<file path="config.mk">
export PLATFORM = sky130hd
export DESIGN_NAME = led_pwm_ctrl
export DESIGN_NICKNAME = d
export VERILOG_FILES = /design/src/rtl/led_pwm_pkg.sv /design/src/rtl/led_pwm_ctrl_channel.sv /design/src/rtl/led_pwm_ctrl.sv
export SDC_FILE = /design/constraint.sdc
export NUM_CORES = 1
export LEC_CHECK = 0
export CAP_MARGIN = 20
export CORE_ASPECT_RATIO = 0.7
export CORE_MARGIN = 5
export CORE_UTILIZATION = 63
export DETAILED_ROUTE_END_ITERATION = 8
export DONT_BUFFER_PORTS = 1
export PLACE_DENSITY = 0.9
export SLEW_MARGIN = 20
export SYNTH_ARGS = -nofsm -noshare
export SYNTH_HDL_FRONTEND = slang
export SYNTH_SLANG_ARGS = --single-unit
</file>
<file path="constraint.sdc">
create_clock -name clk_i -period 2.9 [get_ports clk_i]
set_clock_uncertainty 0.2 [all_clocks]
set_input_delay 0.58 -clock clk_i [delete_from_list [all_inputs] [get_ports clk_i]]
set_output_delay 0.58 -clock clk_i [all_outputs]
set_load 0.05 [all_outputs]
</file>
<file path="src/rtl/led_pwm_pkg.sv">
// Shared constants and helpers for the LED PWM peripheral: bus widths,
// register word indices and the byte-enable merge used on register writes.
package led_pwm_pkg;

   localparam int BUS_AW = 5;
   localparam int BUS_DW = 32;
   localparam int BUS_BW = BUS_DW / 8;
   localparam int PRE_W  = 16;
   localparam int IDX_W  = 3;

   localparam logic [IDX_W-1:0] REG_CTRL     = 3'd0;
   localparam logic [IDX_W-1:0] REG_PRESCALE = 3'd1;
   localparam logic [IDX_W-1:0] REG_DUTY0    = 3'd2;

   function automatic logic [BUS_DW-1:0] be_merge(input logic [BUS_DW-1:0] old_word,
                                                  input logic [BUS_DW-1:0] new_word,
                                                  input logic [BUS_BW-1:0] be);
      be_merge = old_word;
      for (int b = 0; b < BUS_BW; b++) begin
         if (be[b]) be_merge[8*b +: 8] = new_word[8*b +: 8];
      end
   endfunction

endpackage

</file>
<file path="src/rtl/led_pwm_ctrl_channel.sv">
// One PWM output channel: duty shadow reloaded on period wrap, and a
// registered compare against the shared PWM counter.
module pwm_channel #(
   parameter int PWM_W = 8
) (
   input  logic             clk_i,
   input  logic             rst_i,
   input  logic [PWM_W-1:0] duty_i,
   input  logic             wrap_i,
   input  logic [PWM_W-1:0] pwm_cnt_i,
   input  logic             en_i,
   output logic             led_o
);

   logic [PWM_W-1:0] shadow_q, shadow_d;
   logic             led_q, led_d;

   always_comb begin
      shadow_d = wrap_i ? duty_i : shadow_q;
      led_d    = en_i & (pwm_cnt_i < shadow_q);
   end

   // NOTE: state flops use non-blocking assignments so every flop samples pre-edge values.
   always_ff @(posedge clk_i) begin
      if (rst_i) begin
         shadow_q <= '0;
         led_q    <= 1'b0;
      end else begin
         shadow_q <= shadow_d;
         led_q    <= led_d;
      end
   end

   assign led_o = led_q;

endmodule

</file>
<file path="src/rtl/led_pwm_ctrl.sv">
// Memory-mapped LED PWM peripheral: register file with byte enables,
// prescaler, shared PWM counter and NUM_LEDS shadowed PWM channels.
module led_pwm_ctrl
   import led_pwm_pkg::*;
#(
   parameter int          NUM_LEDS     = 4,
   parameter int          PWM_W        = 8,
   parameter logic [15:0] PRESCALE_RST = 16'd999
) (
   input  logic                clk_i,
   input  logic                rst_i,
   input  logic                req_i,
   input  logic                we_i,
   input  logic [BUS_BW-1:0]   be_i,
   input  logic [BUS_AW-1:0]   addr_i,
   input  logic [BUS_DW-1:0]   wdata_i,
   output logic                gnt_o,
   output logic                rvalid_o,
   output logic [BUS_DW-1:0]   rdata_o,
   output logic [NUM_LEDS-1:0] led_o
);

   logic [IDX_W-1:0]    reg_idx;
   logic                wr_en, rd_en, tick, wrap;
   logic [NUM_LEDS-1:0] ctrl_q, ctrl_d;
   logic [PRE_W-1:0]    prescale_q, prescale_d;
   logic [PRE_W-1:0]    pre_cnt_q, pre_cnt_d;
   logic [PWM_W-1:0]    pwm_cnt_q, pwm_cnt_d;
   logic [PWM_W-1:0]    duty_q [NUM_LEDS];
   logic [PWM_W-1:0]    duty_d [NUM_LEDS];
   logic                rvalid_q, rvalid_d;
   logic [BUS_DW-1:0]   rdata_q, rdata_d;
   logic [BUS_DW-1:0]   rd_word, wr_word;
   logic                unused_bits;

   assign reg_idx = addr_i[4:2];
   assign wr_en   = req_i & we_i;
   assign rd_en   = req_i & ~we_i;
   assign gnt_o   = req_i;
   assign tick    = (pre_cnt_q == prescale_q);
   assign wrap    = tick & (&pwm_cnt_q);

   // NOTE: every combinational output gets a default first, so no path can infer a latch.
   always_comb begin
      rd_word = '0;
      case (reg_idx)
         REG_CTRL:     rd_word[NUM_LEDS-1:0] = ctrl_q;
         REG_PRESCALE: rd_word[PRE_W-1:0]    = prescale_q;
         default:      ;
      endcase
      for (int i = 0; i < NUM_LEDS; i++) begin
         if (reg_idx == REG_DUTY0 + IDX_W'(i)) rd_word[PWM_W-1:0] = duty_q[i];
      end
   end

   // Writes merge into the current (zero-extended) register value, so
   // disabled bytes keep their contents and unimplemented bits stay 0.
   assign wr_word     = be_merge(rd_word, wdata_i, be_i);
   assign unused_bits = ^{wr_word[BUS_DW-1:PRE_W], addr_i[1:0]};

   always_comb begin
      ctrl_d     = ctrl_q;
      prescale_d = prescale_q;
      duty_d     = duty_q;
      pre_cnt_d  = tick ? '0 : pre_cnt_q + PRE_W'(1);
      pwm_cnt_d  = tick ? pwm_cnt_q + PWM_W'(1) : pwm_cnt_q;
      if (wr_en) begin
         case (reg_idx)
            REG_CTRL: ctrl_d = wr_word[NUM_LEDS-1:0];
            REG_PRESCALE: begin
               prescale_d = wr_word[PRE_W-1:0];
               pre_cnt_d  = '0;
            end
            default: ;
         endcase
         for (int i = 0; i < NUM_LEDS; i++) begin
            if (reg_idx == REG_DUTY0 + IDX_W'(i)) duty_d[i] = wr_word[PWM_W-1:0];
         end
      end
      rvalid_d = req_i;
      rdata_d  = rd_en ? rd_word : '0;
   end

   always_ff @(posedge clk_i) begin
      if (rst_i) begin
         ctrl_q     <= '0;
         prescale_q <= PRESCALE_RST;
         pre_cnt_q  <= '0;
         pwm_cnt_q  <= '0;
         rvalid_q   <= 1'b0;
         rdata_q    <= '0;
         // NOTE: the duty array is a handful of flops, not a RAM, so it takes a reset like the rest.
         for (int i = 0; i < NUM_LEDS; i++) duty_q[i] <= '0;
      end else begin
         ctrl_q     <= ctrl_d;
         prescale_q <= prescale_d;
         pre_cnt_q  <= pre_cnt_d;
         pwm_cnt_q  <= pwm_cnt_d;
         rvalid_q   <= rvalid_d;
         rdata_q    <= rdata_d;
         duty_q     <= duty_d;
      end
   end

   assign rvalid_o = rvalid_q;
   assign rdata_o  = rdata_q;

   for (genvar g = 0; g < NUM_LEDS; g++) begin : g_chan
      pwm_channel #(
         .PWM_W(PWM_W)
      ) u_chan (
         .clk_i    (clk_i),
         .rst_i    (rst_i),
         .duty_i   (duty_q[g]),
         .wrap_i   (wrap),
         .pwm_cnt_i(pwm_cnt_q),
         .en_i     (ctrl_q[g]),
         .led_o    (led_o[g])
      );
   end

endmodule

</file>
After elaboration in Yosys (flattened, before gate mapping):

Index checks and enable logic that the tools add are counted.

* RAM bits: 0
* flip-flop bits (word level): 145
* bits in latches: 0
* bits in read-only memories: 0
* memories: 0
* output and inout port bits: 38

* bitwise gates (word level): 9
* equality and inequality tests: 6
* divide/modulo/power cells: 0
* multipliers: 0
* add/sub/neg operators: 2
* $lt $le $gt $ge: 4
* reductions and logical operators: 9
* shifts and indexed selects: 0
* multiplexer cells: 11

Operators by type and width (count)
* $mux 16: 3
* $mux 8: 6
* $lt 8x8->1: 4
* $add 16x1->16 const B: 1
* $eq 16x16->1: 1
* $mux 12: 1
* $reduce_and 2->1: 6
* $add 8x1->8 const B: 1
* $pmux 4 s2: 1
* $reduce_and 8->1: 1
* $and 1x1->1: 7
* $eq 3x2->1 const B: 2
* $eq 3x3->1 const B: 2
* $eq 3x1->1 const B: 1
* $logic_not 3->1: 1
* $not 1->1: 2
* $reduce_or 2->1: 1

Depth between registers and ports, before layout:

Gate-level depths: netlist of the first run.

* depth after elaboration: 7
* mapped depth: 7
* depth with buffers taken out: 6

Hierarchy:

A second synthesis of the first run with hierarchy kept.

* cells, all modules: 680
* area total of the unflattened synthesis: 6129.6 um2

Modules (own cells, without submodules)
* led_pwm_ctrl: area an instance 4192.8 um2, sequential area each 1861.8 um2, instances 1, cells an instance 480
* pwm_channel: area an instance 484.2 um2, sequential area each 180.2 um2, instances 4, cells an instance 50

Worst setup path before layout of the first run:

Ideal clock, no wire load.

* path kind: input to register
* start point: input addr_i[4]
* end point: register prescale_q[1]
* stages: 6
* slack: 0.701 ns
* required time: 2.560 ns
* library setup time: 0.140 ns
* path buffers: 1
* arrival: 1.858 ns
* cells stage by stage: buf_2 mux2_2 a221oi_1 a311oi_1 a21oi_1 o211ai_1

* longest elaborated chain between the ends: 7

RTL lines
* start, declared: line led_pwm_ctrl.sv:15 `input logic [BUS_AW-1:0] addr_i,`
* $eq 3x1->1 / $logic_not 3->1 (equally long branches): line led_pwm_ctrl.sv:46, led_pwm_ctrl.sv:68
* $pmux 4 s2: line led_pwm_ctrl.sv:46 `case (reg_idx)`
* $mux 8 (4 in a row): line led_pwm_ctrl.sv:52 `if (reg_idx == REG_DUTY0 + IDX_W'(i)) rd_word[PWM_W-1:0] = duty_q[i];`
* $mux 8: line led_pwm_pkg.sv:20 `if (be[b]) be_merge[8*b +: 8] = new_word[8*b +: 8];`
* end signal, assigned: line led_pwm_ctrl.sv:96 `prescale_q <= prescale_d;`
* end, declared: line led_pwm_ctrl.sv:26 `logic [PRE_W-1:0] prescale_q, prescale_d;`

Several ways; a longest one is shown, not always the timed one.
A chain may end at the register's enable or synchronous reset.

Final worst setup path of the first run:

* start point: register pre_cnt_q[7]
* end point: register pre_cnt_q[6]

* longest elaborated chain between the ends: 4

RTL lines
* start, declared: line led_pwm_ctrl.sv:27 `logic [PRE_W-1:0] pre_cnt_q, pre_cnt_d;`
* start signal, assigned: line led_pwm_ctrl.sv:97 `pre_cnt_q <= pre_cnt_d;`
* $eq 16x16->1 (*): line led_pwm_ctrl.sv:40 `assign tick = (pre_cnt_q == prescale_q);`
* $mux 16 (*): line led_pwm_ctrl.sv:65 `pre_cnt_d = tick ? '0 : pre_cnt_q + PRE_W'(1);`
* $mux 16: line led_pwm_ctrl.sv:68 `case (reg_idx)`
* $mux 16 (*): line led_pwm_ctrl.sv:67 `if (wr_en) begin`

Every way passes the cells marked *; elsewhere a longest branch is shown, timed or not.

==> out/results.ini, run 1 <==
[detailed_routing]
viasPerCell=6.44
drc=0
wirelength_um=16600
wl_met1_um=6990
routedWlPerCell_um=19.6
firstDrtPassIters=6
dr.first_iter.drc_count=788
drtAntennaViolNets=0
vias=5438
dr_wl_met2_um=7450
highest_layer=met4
wl_met3_um=1920

[worst_setup_path]
worstSetupStartpoint=pre_cnt_q[7]
end_kind=flop
worstPathRequired_ns=2.97
crit_buf_inv=0
cpMaxStageDelayCell=nand3_1
crit_fanout=16
crit_path_cell_trace=xor2_1 > nor4_1 > nand4_2 > nand3_1 > nor2_1
cp_slowest_stage_delay_ns=0.61
cp_data_arrival_time_ns=2.61
start_kind=flop
path_class=reg -> reg
critPathTopFamily=simple AND/OR/NAND/NOR gates
worstReg2RegStart=pre_cnt_q[7]

[cts]
cts_tree=done
cts_buffers=17
cts_hold_buf=0
clk_pin_slew_ns=0.06
cts_resized=0
cts_max_path_buffers=2
postCtsSetupRepairBufs=0
cts-htree-levels=4
numClockSinks=129
clkLatencyLatePin_ns=0.42
cts_root_buf=clkbuf_16

[floorplanning]
rows=30
initial_core_util_pct=64.3
core-area_mm2=0.00965
die_area_mm2=0.0120
die_h_um=93.0
die_w_um=129
boundaryPins=83

[finish]
n_antenna_cell=0
finalInstanceArea_mm2=0.00679
mostFrequentLayoutCells=dfxtp_1, a21oi_1, nand2_1
final_common_cell=dfxtp_1
drive_gt1_share_pct=7.39
fin_nets=779
n_fill_cell=691
area_growth_syn_to_layout_pct=9.41

[sta]
rsz0062_at_grt=no
slew_headroom_pct=40.3
fin_tns_setup_ns=0
hold_viol=0
finalSetupViolations=0
min_period_ns=2.54
timing.final.crit_share_pct=87.6
fmax_mhz=394
tightest_slew_ns=0.889
drv_slew=0

[global_routing]
grt_pass1_wl_um=26300
grt_pass1_vias=5103
grt_usage_pct=27.9
grt_max_degree=84
grt_overflow=0
antenna_found_initial=0

[yosys]
synth-seq-cells=129
synthTopCellsByArea=dfxtp_1, ha_1, a21oi_1
netlist_area_mm2=0.00621
avgSynthCellArea_um2=8.53
yosysTopAreaCell=dfxtp_1
yosysWarningCount=0
synth_seq_area_share_pct=41.6
synthFlopType=dfxtp_1
synth_cells=728
netlist.area_leader.share_pct=41.6
synth_edf_count=0
synthArstFlopShare_pct=0
synth.distinct_cells=45

[status]
status=completed

[place]
portBuffers=0
gp_congestion=0.963
placed_area_mm2=0.00615
hpwl_um=11200

[power_and_ir_drop]
peakVddDrop_v=0.000466
power_density_mw_per_mm2=633
leakage_nw=2.49

[job]
drv_cap=0

[worst_hold_path]
worstHoldStart=rst_i
min_path_type=in -> reg

==> path summary, 6_finish.rpt <==
path                   to  slack (ns)  depth (start not counted)
max          pre_cnt_q[6]        0.36                          5
min            duty_q[17]        0.03                          1
max reg2reg  pre_cnt_q[6]        0.36                          5
min reg2reg  pre_cnt_q[0]        0.27                          1
==> layout make-up <==
type	instances	area [um2]	area share, %
inverters	40	150	2.21
clock buffers	22	454	6.69
repair buffers	10	75.1	1.11
clock inverters	10	183	2.69
flip-flops and latches	129	2580	38.0
well taps	128	160	2.36
multi-input cells	506	3190	46.9
==> flip-flops by register name (all words and copies together), names as in the netlist <==
name	count
rvalid_o	1
g_chan.u_chan.shadow_q	32
pre_cnt_q	16
duty_q	32
g_chan.u_chan.led_o	4
pwm_cnt_q	8
ctrl_q	4
prescale_q	16
rdata_o	16
==> Yosys cell counts, types with 5 or more instances <==
| master | count |
|---|---|
| or4_1 | 5 |
| inv_1 | 39 |
| buf_4 | 21 |
| ha_1 | 30 |
| nand3_1 | 26 |
| buf_2 | 9 |
| xor2_1 | 21 |
| clkbuf_1 | 35 |
| xnor2_1 | 10 |
| mux2i_1 | 18 |
| nor2_1 | 57 |
| a211oi_1 | 18 |
| a21oi_1 | 67 |
| a311oi_1 | 6 |
| and3b_1 | 8 |
| and2_1 | 9 |
| o21ai_0 | 49 |
| mux2_2 | 9 |
| nand4_1 | 38 |
| nand2b_1 | 6 |
| dfxtp_1 | 129 |
| nand2_1 | 58 |
| a21o_1 | 8 |
==> metrics by stage <==
stage	worst slack, ns	utilization, %	hold WS [ns]	total power, mW	instances
floorplan	0.701	-	0.223	2.02	743
global placement	0.618	63.8	0.249	2.00	813
detailed placement	0.486	63.8	0.260	2.01	813
CTS	0.424	70.4	0.0249	4.29	845
global route	0.234	70.4	0.0183	4.40	845
finish	0.360	70.4	0.0315	4.30	845
==> metal layers <==
layer | vias up | GRT usage [%]
li1 | 2478 | -
met1 | 2592 | 37.9
met2 | 336 | 41.9
met3 | 32 | 10.2
met4 | 0 | 7.34
met5 | - | 0
==> kinds of logic (layout without fill, tap and decap cells) <==
logic type	Yosys count	in the layout	share of synthesized area (%)
multiplexers	28	28	4.90
AO/OA/AOI/OAI	170	170	16.1
buffers and inverters	108	82	8.10
flip-flops	129	129	41.6
other	1	16	0.0604
XOR/XNOR	31	31	4.37
AND/OR/NAND/NOR	231	231	18.8
adder cells (fa/ha/maj)	30	30	6.05
==> where the power goes <==
part | internal, mW | total (mW) | switching, mW | leakage [nW]
combinational | 0.0446 | 0.160 | 0.116 | 1.15
sequential | 1.79 | 1.82 | 0.0251 | 1.04
clock | 1.54 | 2.32 | 0.781 | 0.300
total | 3.38 | 4.30 | 0.922 | 2.49
Power figures use the tool's default switching activity.
==> inputs of run 2 (changes only) <==
--- a/config.mk
+++ b/config.mk
@@ -9,6 +9,7 @@
 export CORE_ASPECT_RATIO = 0.7
 export CORE_MARGIN = 5
 export CORE_UTILIZATION = 63
+export CTS_CLUSTER_DIAMETER = 150
 export DETAILED_ROUTE_END_ITERATION = 8
 export DONT_BUFFER_PORTS = 1
 export PLACE_DENSITY = 0.9
@@ -16,3 +17,4 @@
 export SYNTH_ARGS = -nofsm -noshare
 export SYNTH_HDL_FRONTEND = slang
 export SYNTH_SLANG_ARGS = --single-unit
+export TNS_END_PERCENT = 50
==> results of run 2 <==
The final DEF is identical to that of run 1; final timing and power are the same.
